[src/rtl/data_memory_pkg.sv]
// -----------------------------------------------------------------------------
// data_memory_pkg
// Shared types for the data-memory path: the data-cache address layout, the
// store width encoding, the port data width, and the store write buffer
// entry format.
//
// Address layout (32 bits, MSB first):
//   tag[19:0] | index[7:0] | chip_sel[1:0] | byte_sel[1:0]
// A "word" is identified by tag, index and chip_sel. byte_sel only selects
// a byte within that word.
// -----------------------------------------------------------------------------
package data_memory_pkg;

  localparam int PORT_WIDTH         = 32;
  localparam int WRITE_BUFFER_DEPTH = 4;

  typedef enum logic [1:0] {
    MEM_BYTE = 2'd0,
    MEM_HALF = 2'd1,
    MEM_WORD = 2'd2
  } mem_op_width_t;

  typedef struct packed {
    logic [19:0] tag;
    logic [7:0]  index;
    logic [1:0]  chip_sel;
    logic [1:0]  byte_sel;
  } data_cache_addr_t;

  typedef struct packed {
    data_cache_addr_t        address;
    logic [PORT_WIDTH-1:0]   data;
    mem_op_width_t           width;
  } write_buffer_entry_t;

  // True when both addresses refer to the same word; byte_sel is ignored.
  function automatic logic same_word(input data_cache_addr_t a,
                                     input data_cache_addr_t b);
    return (a.tag == b.tag) && (a.index == b.index) &&
           (a.chip_sel == b.chip_sel);
  endfunction

endpackage

[src/rtl/store_write_buffer.sv]
// -----------------------------------------------------------------------------
// store_write_buffer
// Circular FIFO of pending stores sitting between the store path of the data
// cache and memory. The head entry is presented to memory one request at a
// time; each request waits for a one-cycle acknowledge. In-flight loads are
// checked against every buffered store so the load path can stall or forward.
//
// Ports:
//   clk_i           clock, rising edge
//   rst_i           asynchronous active-high reset; discards all entries
//   write_buffer_i  push strobe, one cycle per store
//   address_i       store address
//   data_i          store data
//   data_width_i    store width
//   full_o          no free entry
//   empty_o         no valid entry
//   load_address_i  address of an in-flight load
//   load_match_o    a buffered store hits the same word as the load
//   mem_write_o     memory write request (head entry valid on mem_*_o)
//   mem_address_o   head entry address, 0 when not requesting
//   mem_data_o      head entry data, 0 when not requesting
//   mem_width_o     head entry width, 0 when not requesting
//   mem_done_i      memory write acknowledge, one cycle
// -----------------------------------------------------------------------------
module store_write_buffer
  import data_memory_pkg::*;
#(
  parameter int DEPTH = WRITE_BUFFER_DEPTH
) (
  input  logic                  clk_i,
  input  logic                  rst_i,
  input  logic                  write_buffer_i,
  input  data_cache_addr_t      address_i,
  input  logic [PORT_WIDTH-1:0] data_i,
  input  mem_op_width_t         data_width_i,
  output logic                  full_o,
  output logic                  empty_o,
  input  data_cache_addr_t      load_address_i,
  output logic                  load_match_o,
  output logic                  mem_write_o,
  output data_cache_addr_t      mem_address_o,
  output logic [PORT_WIDTH-1:0] mem_data_o,
  output mem_op_width_t         mem_width_o,
  input  logic                  mem_done_i
);

  localparam int PTR_W = $clog2(DEPTH);
  localparam int CNT_W = PTR_W + 1;

  typedef enum logic {
    S_IDLE,
    S_REQUEST
  } state_t;

  write_buffer_entry_t entries_q [DEPTH];

  logic [PTR_W-1:0] head_q, head_d;
  logic [PTR_W-1:0] tail_q, tail_d;
  logic [CNT_W-1:0] count_q, count_d;
  state_t           state_q, state_d;

  logic push_accept;
  logic pop;
  write_buffer_entry_t in_entry;
  write_buffer_entry_t out_entry;

  // Status flags come from the count register only, so they never depend
  // combinationally on this cycle's inputs.
  assign full_o  = (count_q == CNT_W'(DEPTH));
  assign empty_o = (count_q == '0);

  // A push while full is dropped even when the head retires this cycle.
  assign push_accept = write_buffer_i & ~full_o;
  assign pop         = (state_q == S_REQUEST) & mem_done_i;

  assign in_entry = '{address: address_i, data: data_i, width: data_width_i};

  // DEPTH is a power of two, so the pointers wrap DEPTH-1 -> 0 naturally.
  always_comb begin
    head_d  = head_q;
    tail_d  = tail_q;
    count_d = count_q;
    if (push_accept) begin
      tail_d = tail_q + PTR_W'(1);
    end
    if (pop) begin
      head_d = head_q + PTR_W'(1);
    end
    case ({push_accept, pop})
      2'b10:   count_d = count_q + CNT_W'(1);
      2'b01:   count_d = count_q - CNT_W'(1);
      default: count_d = count_q;
    endcase
  end

  // NOTE: control state (pointers, count, FSM) is reset because correctness
  // depends on it; the entry array is not, since an entry is only ever read
  // after it has been written and counted valid.
  always_ff @(posedge clk_i or posedge rst_i) begin
    if (rst_i) begin
      head_q  <= '0;
      tail_q  <= '0;
      count_q <= '0;
      state_q <= S_IDLE;
    end else begin
      head_q  <= head_d;
      tail_q  <= tail_d;
      count_q <= count_d;
      state_q <= state_d;
    end
  end

  always_ff @(posedge clk_i) begin
    if (push_accept) begin
      entries_q[tail_q] <= in_entry;
    end
  end

  // Request FSM. IDLE always lasts at least one cycle, which gives the
  // memory side a bubble between consecutive writes.
  always_comb begin
    state_d     = state_q;
    mem_write_o = 1'b0;
    unique case (state_q)
      S_IDLE: begin
        if (!empty_o) begin
          state_d = S_REQUEST;
        end
      end
      S_REQUEST: begin
        mem_write_o = 1'b1;
        if (mem_done_i) begin
          state_d = S_IDLE;
        end
      end
      default: state_d = S_IDLE;
    endcase
  end

  // Head entry cannot move during REQUEST (head only advances on the ack),
  // so the presented fields stay stable until acknowledged.
  assign out_entry     = mem_write_o ? entries_q[head_q] : '0;
  assign mem_address_o = out_entry.address;
  assign mem_data_o    = out_entry.data;
  assign mem_width_o   = out_entry.width;

  // Entry i is valid when its distance from head is below count. The entry
  // being pushed this cycle is not counted yet; the entry being acknowledged
  // still is, so a load never slips past a store that is still in flight.
  always_comb begin
    logic [PTR_W-1:0] offset;
    load_match_o = 1'b0;
    offset       = '0;
    for (int i = 0; i < DEPTH; i++) begin
      offset = PTR_W'(i) - head_q;
      if (({1'b0, offset} < count_q) &&
          same_word(entries_q[i].address, load_address_i)) begin
        load_match_o = 1'b1;
      end
    end
  end

endmodule

[config.mk]
export PLATFORM = sky130hd
export DESIGN_NAME = store_write_buffer
export DESIGN_NICKNAME = d
export VERILOG_FILES = /design/src/rtl/data_memory_pkg.sv /design/src/rtl/store_write_buffer.sv
export SDC_FILE = /design/constraint.sdc
export NUM_CORES = 1
export LEC_CHECK = 0
export BUFFER_PORTS_ARGS = -buffer_cell sky130_fd_sc_hd__buf_2
export CORE_ASPECT_RATIO = 0.9
export CORE_MARGIN = 10
export CORE_UTILIZATION = 61
export CTS_CLUSTER_SIZE = 12
export DETAILED_ROUTE_END_ITERATION = 10
export GPL_TIMING_DRIVEN = 0
export HOLD_SLACK_MARGIN = 0.05
export PLACE_DENSITY_LB_ADDON = 0.15
export RECOVER_POWER = 25
export SYNTH_ARGS = -nofsm -noshare
export SYNTH_HDL_FRONTEND = slang
export SYNTH_SLANG_ARGS = --single-unit
[constraint.sdc]
create_clock -name clk_i -period 5.2 [get_ports clk_i]
set_input_delay 0.52 -clock clk_i [delete_from_list [all_inputs] [get_ports clk_i]]
set_output_delay 0.52 -clock clk_i [all_outputs]
set_load 0.005 [all_outputs]
==> summary.txt, run 1 <==
Synth
  • Simple-gate share of the synthesized area: about 6%
  • Area fraction of the dominant cell type after synthesis: 66.82%
  • Synth top area cells: edfxtp_1 67%, mux4_2 13%, xnor2_1 5.2%, xor2_1 4.2%, and2_1 3.7%
  • Post-Syn Area: 11,860 sq um
  • Syn Area/Cell: 18.31 sq um
  • #FFs+latches synth: 272
  • Fraction of the mapped netlist area in compound gates: less than 1%
  • Mux contribution to synthesized area: roughly 13%
  • Post-Synth XOR/XNOR Area: 9.376%
  • Post-Synthesis Cells: between 600 and 700
  • Synth area leader: edfxtp_1
  • Yosys synthesis warning count: 0
  • Asr flop ratio synth: around 3%
  • Synth Flop Type: edfxtp_1
  • Unique cell type count in the Yosys netlist: 28
  • Post-synth EDFFs: 264
  • Sequential area share after synthesis: approximately two thirds
  • Largest family of logic cells by synthesized area: multiplexers
  • Syn Nets: 760
  • Adder-Cell Fraction of Synth Area: roughly 1.1%

Placed design
  • GPL Wtd Cong: 0.8884
  • DP Area: ~13,000 sq um
  • Placed Cells: 1,063
  • DP HPWL: between 15,000 and 20,000 um
  • Port-buffer cells: 161

STA
  • Hold Fails Final Rpt: 0
  • RSZ-0062 raised after global routing: false
  • Max-slew headroom: between 40 and 50%
  • Slew Viols, Final: 0
  • Setup-failing EPs final: 0
  • Fin Hold WS: 193.8 ps
  • Max Freq: 237.9 MHz
  • Setup tns final: 0 ps
  • Actual slew at the worst max-slew pin: between 800 and 900 ps
  • Clock skew: 11.34 ps
  • Crit share post-route: roughly four fifths
  • Min cycle time layout: around 4200 ps

Clocking
  • # clock sinks: approximately 270
  • Max clock buf depth: 3
  • Clock Tree Root: clkbuf_16
  • Hold Buf Count CTS: 1
  • H-tree depth: 1
  • CTS tree: built
  • Clk_lat worst skew: 540 ps
  • Post_cts resized: 0
  • Post-CTS setup buffers: 0
  • Num CTS Buffers: 28
  • Clock Pin Slew Worst Setup and Hold Paths: about 60 ps

Hold path
  • Cells on Worst Hold Path: 1
  • Hold crit path type: in2reg

Final layout
  • Final instance area: roughly 14,000 sq um
  • Share of post-route cells with drive strength above 1: about 28%
  • Final Non-Filler Cells: approximately 1,100
  • Most common cell after layout, fill and taps aside: edfxtp_1
  • Final nets: around 960
  • Layout Utilization: approximately 73%
  • Area delta synth->final: 17.35%
  • Commonest cells after routing, fill and taps aside: 264 x edfxtp_1, 126 x buf_2, 76 x clkbuf_1

Critical path
  • Worst Setup End Kind: primary output
  • R2R cell count: 6
  • Worst-path fanout max: 10
  • Req. time, crit path: between 4000 and 5000 ps
  • RR Startpoint: count_q[2]$_DFFE_PP0P_
  • Startpoint Class: flop
  • Worst Setup SP: head_q[1]$_DFFE_PP0P_
  • End of the critical path: load_match_o
  • Crit path DAT: about 3700 ps
  • R2r endpoint: entries_q[0][34]$_DFFE_PP_
  • Flop2flop setup slack: ~2700 ps
  • CP Class: reg2out

Global route
  • Wire length of the first global-routing pass: around 43,000 um
  • Largest net degree at the start of global routing: between 40 and 50
  • Initial antenna violation count: 5
  • Global Route Usage Sum: 21.72%
  • Grt total ovfl: 0
  • Vias in the first global route: slightly above 7,000

Detailed routing
  • Router iterations before antenna repair: 5
  • Vias post-DR: 6,565
  • Wire per inst: between 20 and 30 um
  • Via density: approximately 6
  • ANT nets after route: 0
  • WL final: 28,080 um
  • Remaining DRCs: 0
  • Drt initial violations: 540

Power
  • Internal power: a little over 5 mW
  • IR drop worst, VDD: roughly 0.43 mV
  • Clock power frac: between 20% and 30%
  • Sw Share: between 30 and 40%
  • Combinational group share of total power: between 30% and 40%
  • PD cells: ~530 nW/um^2
  • Net Sw Power: 2.234 mW
  • Sequential share of power: approximately two fifths
  • Pleak: around 4.8 nW

Run status
  • Status: complete, no violations

Die
  • Ports: approximately 170
  • Die W: 167.0 um
  • Num rows: 48
  • CORE AREA: 19,160 sq um
  • DIE AREA: 25,440 sq um
  • Chip height: ~150 um
  • Initial Util: 61.93%

Job
  • Max-cap viol count: 0
synth_stat cells, drive strengths merged (2+ instances only):
master / count
a2111o: 2
buf: 13
a2111oi: 3
and2: 71
inv: 12
edfxtp: 264
nor3: 3
ha: 9
nand3: 2
xor2: 57
dfrtp: 8
nand2: 3
mux4: 66
clkbuf: 20
or4: 2
a21oi: 5
nand4: 20
xnor2: 70
nor4: 12
layer usage:
| layer | vias to the layer above | global-route usage [%] | wire [um] |
|---|---|---|---|
| li1 | 2893 | - | - |
| met1 | 3350 | 28.54 | 11270 |
| met2 | 272 | 36.09 | 13880 |
| met3 | 46 | 5.570 | 2498 |
| met4 | 4 | 4.304 | 409 |
| met5 | - | 0 | 22 |
critical path: stages, from the launching register on:
cell	delay, ps
dfrtp_1	370
clkbuf_1	330
buf_1	650
inv_1	100
ha_1	340
inv_1	70
a2111oi_0	470
nand4_1	150
or4_1	420
nand4_1	110
buf_2	130
sequential cells by signal (all words and copies together) (netlist names):
name,count
head_q,2
count_q,3
tail_q,2
entries_q,264
state_q,1
cells by family after synthesis:
| family | Yosys count |
|---|---|
| buffers and inverters | 45 |
| AO/OA/AOI/OAI | 12 |
| multiplexers | 67 |
| XOR/XNOR | 127 |
| AND/OR/NAND/NOR | 115 |
| adder cells (fa/ha/maj) | 10 |
| flip-flops | 272 |
worst min-delay path by stage:
stage | startpoint | end | slack, ps
finish | address_i[24] | entries_q[1][58]$_DFFE_PP_ | 190
global route | address_i[24] | entries_q[0][58]$_DFFE_PP_ | 200
CTS | address_i[27] | entries_q[1][61]$_DFFE_PP_ | 170
detailed placement | rst_i | state_q$_DFF_PP0_ | 490
global placement | rst_i | state_q$_DFF_PP0_ | 480
floorplan | rst_i | count_q[0]$_DFFE_PP0P_ | 340
per-stage QoR:
stage                     setup WS (ps)  power [mW]
after floorplan                    2247       4.619
after global placement            721.5       5.514
after detailed placement           1623       5.595
after CTS                         985.9       7.485
after global routing              846.4       7.775
final                             996.0       7.415
final cells by class:
type	count	area [sq um]
Buffer	33	151.4
Timing Repair Buffer	166	869.6
Inverter	12	45.04
Sequential cell	272	8128
Clock inverter	6	91.34
Tap cell	250	312.8
Multi-Input combinational cell	331	3550
Antenna cell	2	5.005
Fill cell	1222	5236
Clock buffer	41	769.5
power by group through the flow:
stage	sequential, mW	combinational [mW]	clock [mW]
final	3.07	2.46	1.89
after global routing	3.10	2.67	2.00
after CTS	3.07	2.51	1.91
after detailed placement	3.11	2.48	0
after global placement	3.13	2.38	0
after floorplan	3.08	1.54	0
Power figures use the tool's default switching activity.
==> run 2, diff against run 1 <==
--- a/config.mk
+++ b/config.mk
@@ -8,7 +8,7 @@
 export BUFFER_PORTS_ARGS = -buffer_cell sky130_fd_sc_hd__buf_2
 export CORE_ASPECT_RATIO = 0.9
 export CORE_MARGIN = 10
-export CORE_UTILIZATION = 61
+export CORE_UTILIZATION = 52
 export CTS_CLUSTER_SIZE = 12
 export DETAILED_ROUTE_END_ITERATION = 10
 export GPL_TIMING_DRIVEN = 0
==> constraint.sdc (replaced) <==
create_clock -name clk_i -period 3.4 [get_ports clk_i]
set_input_delay 0.34 -clock clk_i [delete_from_list [all_inputs] [get_ports clk_i]]
set_output_delay 0.34 -clock clk_i [all_outputs]
set_load 0.005 [all_outputs]
==> run 2 against run 1 <==
Cell count is 9.9% higher. Flip-flop and latch count stayed put. Clock skew hardly changed. Largest power group unchanged. Highest routed layer is now met4.
==> summary.txt, run 2 (synthesis results as in run 1) <==
Critical path
  • Flop2flop setup slack: 990 ps (was 2740 ps)
  • Bufs and invs on worst path: 4 (was 5)
  • Worst-path fanout max: 10 (unchanged)
  • CP top delay family: simple AND/OR/NAND/NOR gates (was buffers and inverters)
  • CP Class: reg2out (unchanged)
  • R2r endpoint: entries_q[0][56]$_DFFE_PP_ (was entries_q[0][34]$_DFFE_PP_)
  • Slowest cell on crit path: dfrtp_2 (was buf_1)
  • RR Startpoint: count_q[2]$_DFFE_PP0P_ (unchanged)
  • Worst Setup End Kind: primary output (unchanged)
  • Cell Chain, Critical Path: buf_6 > inv_1 > ha_1 > inv_1 > a2111oi_1 > nand4_1 > or4_1 > nand4_1 > buf_2 (was clkbuf_1 > buf_1 > inv_1 > ha_1 > inv_1 > a2111oi_0 > nand4_1 > or4_1 > nand4_1 > buf_2)
  • Slowest stage delay, CP: 490 ps (was 650 ps)
  • Startpoint Class: flop (unchanged)
  • R2R cell count: 6 (unchanged)
  • Req. time, crit path: 3060 ps (was 4680 ps)
  • Crit path DAT: 2950 ps (was 3680 ps)

Detailed routing
  • Via density: 5.531 (was 5.898)
  • ANT nets after route: 0 (unchanged)
  • Vias post-DR: 6,765 (was 6,565)
  • WL final: 29,150 um (was 28,080 um)
  • Drt initial violations: 436 (was 540)
  • Remaining DRCs: 0 (unchanged)
  • Router iterations before antenna repair: 5 (unchanged)
  • Wire per inst: 23.84 um (was 25.23 um)

Die
  • Num rows: 52 (was 48)
  • DIE AREA: 29,260 sq um (was 25,440 sq um)
  • Ports: 172 (unchanged)
  • Die W: 179.2 um (was 167.0 um)
  • Initial Util: 52.85% (was 61.93%)
  • CORE AREA: 22,450 sq um (was 19,160 sq um)
  • Chip height: 163.3 um (was 152.3 um)

Clocking
  • H-tree depth: 1 (unchanged)
  • Clock Pin Slew Worst Setup and Hold Paths: 60 ps (about the same)
  • Clock Tree Root: clkbuf_16 (unchanged)
  • CTS tree: built (unchanged)
  • Max clock buf depth: 3 (unchanged)
  • # clock sinks: 272 (unchanged)
  • Num CTS Buffers: 28 (unchanged)
  • Post-CTS setup buffers: 0 (unchanged)
  • Clk_lat worst skew: 540 ps (about the same)

Placed design
  • DP HPWL: 20,690 um (was 19,990 um)
  • Port-buffer cells: 161 (unchanged)
  • Placed Cells: 1,110 (was 1,063)
  • GPL Wtd Cong: 0.8945 (was 0.8884)

Final layout
  • Commonest cells after routing, fill and taps aside: 264 x edfxtp_1, 131 x buf_2, 70 x xnor2_1 (was 264 x edfxtp_1, 126 x buf_2, 76 x clkbuf_1)
  • Regs by FF count: entries_q: 264 flops, count_q: 3 flops (unchanged)
  • Final nets: 1,021 (was 956)
  • Max reg flops: 264 (unchanged)
  • Most common cell after layout, fill and taps aside: edfxtp_1 (unchanged)
  • Area delta synth->final: 23.03% (was 17.35%)
  • Layout Utilization: 65.03% (was 72.67%)
  • Final Non-Filler Cells: 1,223 (was 1,113)
  • Top reg by flops: entries_q (unchanged)
  • Share of post-route cells with drive strength above 1: 26.52% (was 27.53%)

STA
  • Min cycle time layout: 3287 ps
  • RSZ-0062 raised after global routing: false (unchanged)
  • Clock skew: 11.52 ps (was 11.34 ps)
  • Setup-failing EPs final: 0 (unchanged)
  • Slew Viols, Final: 0 (unchanged)
  • Crit share post-route: slightly below 100%
  • Hold Fails Final Rpt: 0 (unchanged)
  • Actual slew at the worst max-slew pin: 735.4 ps (was 882.7 ps)
  • Max-slew headroom: 50.98% (was 41.16%)
  • Max Freq: between 300 and 400 MHz

Job
  • Max-cap viol count: 0 (unchanged)

Power
  • Pleak: 5.057 nW (was 4.794 nW)
  • Sw Share: 30.60% (was 30.12%)
  • Sequential share of power: 41.9% (was 41.4%)
  • PD cells: 768.7 nW/um^2 (was 532.6 nW/um^2)
  • IR drop worst, VDD: 0.5666 mV (was 0.4259 mV)
  • Internal power: 7.787 mW (was 5.181 mW)
  • Net Sw Power: 3.434 mW (was 2.234 mW)
  • Combinational group share of total power: 34.3% (was 33.2%)
  • Clock power frac: 23.8% (was 25.4%)

Run status
  • Status: complete, no violations (unchanged)

Global route
  • Initial antenna violation count: 2 (was 5)
  • Wire length of the first global-routing pass: 43,570 um (was 42,520 um)
  • Largest net degree at the start of global routing: 44 (was 46)
  • Global Route Usage Sum: 19.87% (was 21.72%)
  • Vias in the first global route: 7,309 (was 7,071)
  • Grt total ovfl: 0 (unchanged)

Hold path
  • Hold crit path type: in2async (was in2reg)
-- run 2: cell type report --
cell class                      count  area (sq um)
Sequential cell                   272          8129
Fill cell                        1598          7850
Multi-Input combinational cell    331          3563
Timing Repair Buffer              232          1538
Clock buffer                       37         734.5
Tap cell                          297         371.6
Buffer                             32         161.4
Clock inverter                      8         48.80
Inverter                           12         45.04
Antenna cell                        2         5.005
-- run 2: metal layers --
layer  global-route usage (%)  share of wire (%)
met1                    25.15                 39
met2                    33.73                 50
met3                    4.940                8.1
met4                    4.991                2.2
met5                        0                  0
-- run 2: per-stage QoR --
stage | area, sq um | worst slack (ps) | power, mW | hold slack, ps | setup TNS (ps)
floorplan | 11860 | 446.6 | 7.065 | 155.7 | 0
global placement | 13040 | -1082 | 8.488 | 294.8 | -280460
detailed placement | 13160 | -101.3 | 8.607 | 308.1 | -101.3
CTS | 14620 | 43.96 | 11.35 | 300.5 | 0
global route | 14590 | 22.58 | 11.80 | 319.4 | 0
finish | 14600 | 112.8 | 11.22 | 291.8 | 0
-- run 2: how the worst max path moves through the flow --
stage,from,end,slack (ps),cells after the start
after floorplan,count_q[2]$_DFFE_PP0P_,entries_q[0][0]$_DFFE_PP_,450,5
after global placement,count_q[2]$_DFFE_PP0P_,entries_q[0][30]$_DFFE_PP_,-1080,5
after detailed placement,head_q[1]$_DFFE_PP0P_,load_match_o,-100,10
after CTS,head_q[1]$_DFFE_PP0P_,load_match_o,40,9
after global routing,head_q[0]$_DFFE_PP0P_,load_match_o,20,10
final,head_q[1]$_DFFE_PP0P_,load_match_o,110,9
-- run 2: worst min-delay path, cell delays in order --
cell	delay, ps
dlygate4sd3_1	530
buf_2	120
inv_1	240
-- run 2: repair_timing --
item,in CTS,in global routing
resized for setup,6,5
hold endpoints to repair,272,0
pin swaps,0,0
hold buffers,67,0
gates cloned,0,0
setup endpoints to repair,1,1
-- run 2: power groups by stage --
stage               sequential, mW  clock (mW)  combinational, mW
floorplan                     4.71           0               2.36
global placement              4.79           0               3.69
detailed placement            4.75           0               3.85
CTS                           4.71        2.71               3.93
global route                  4.76        2.84               4.20
finish                        4.70        2.67               3.85
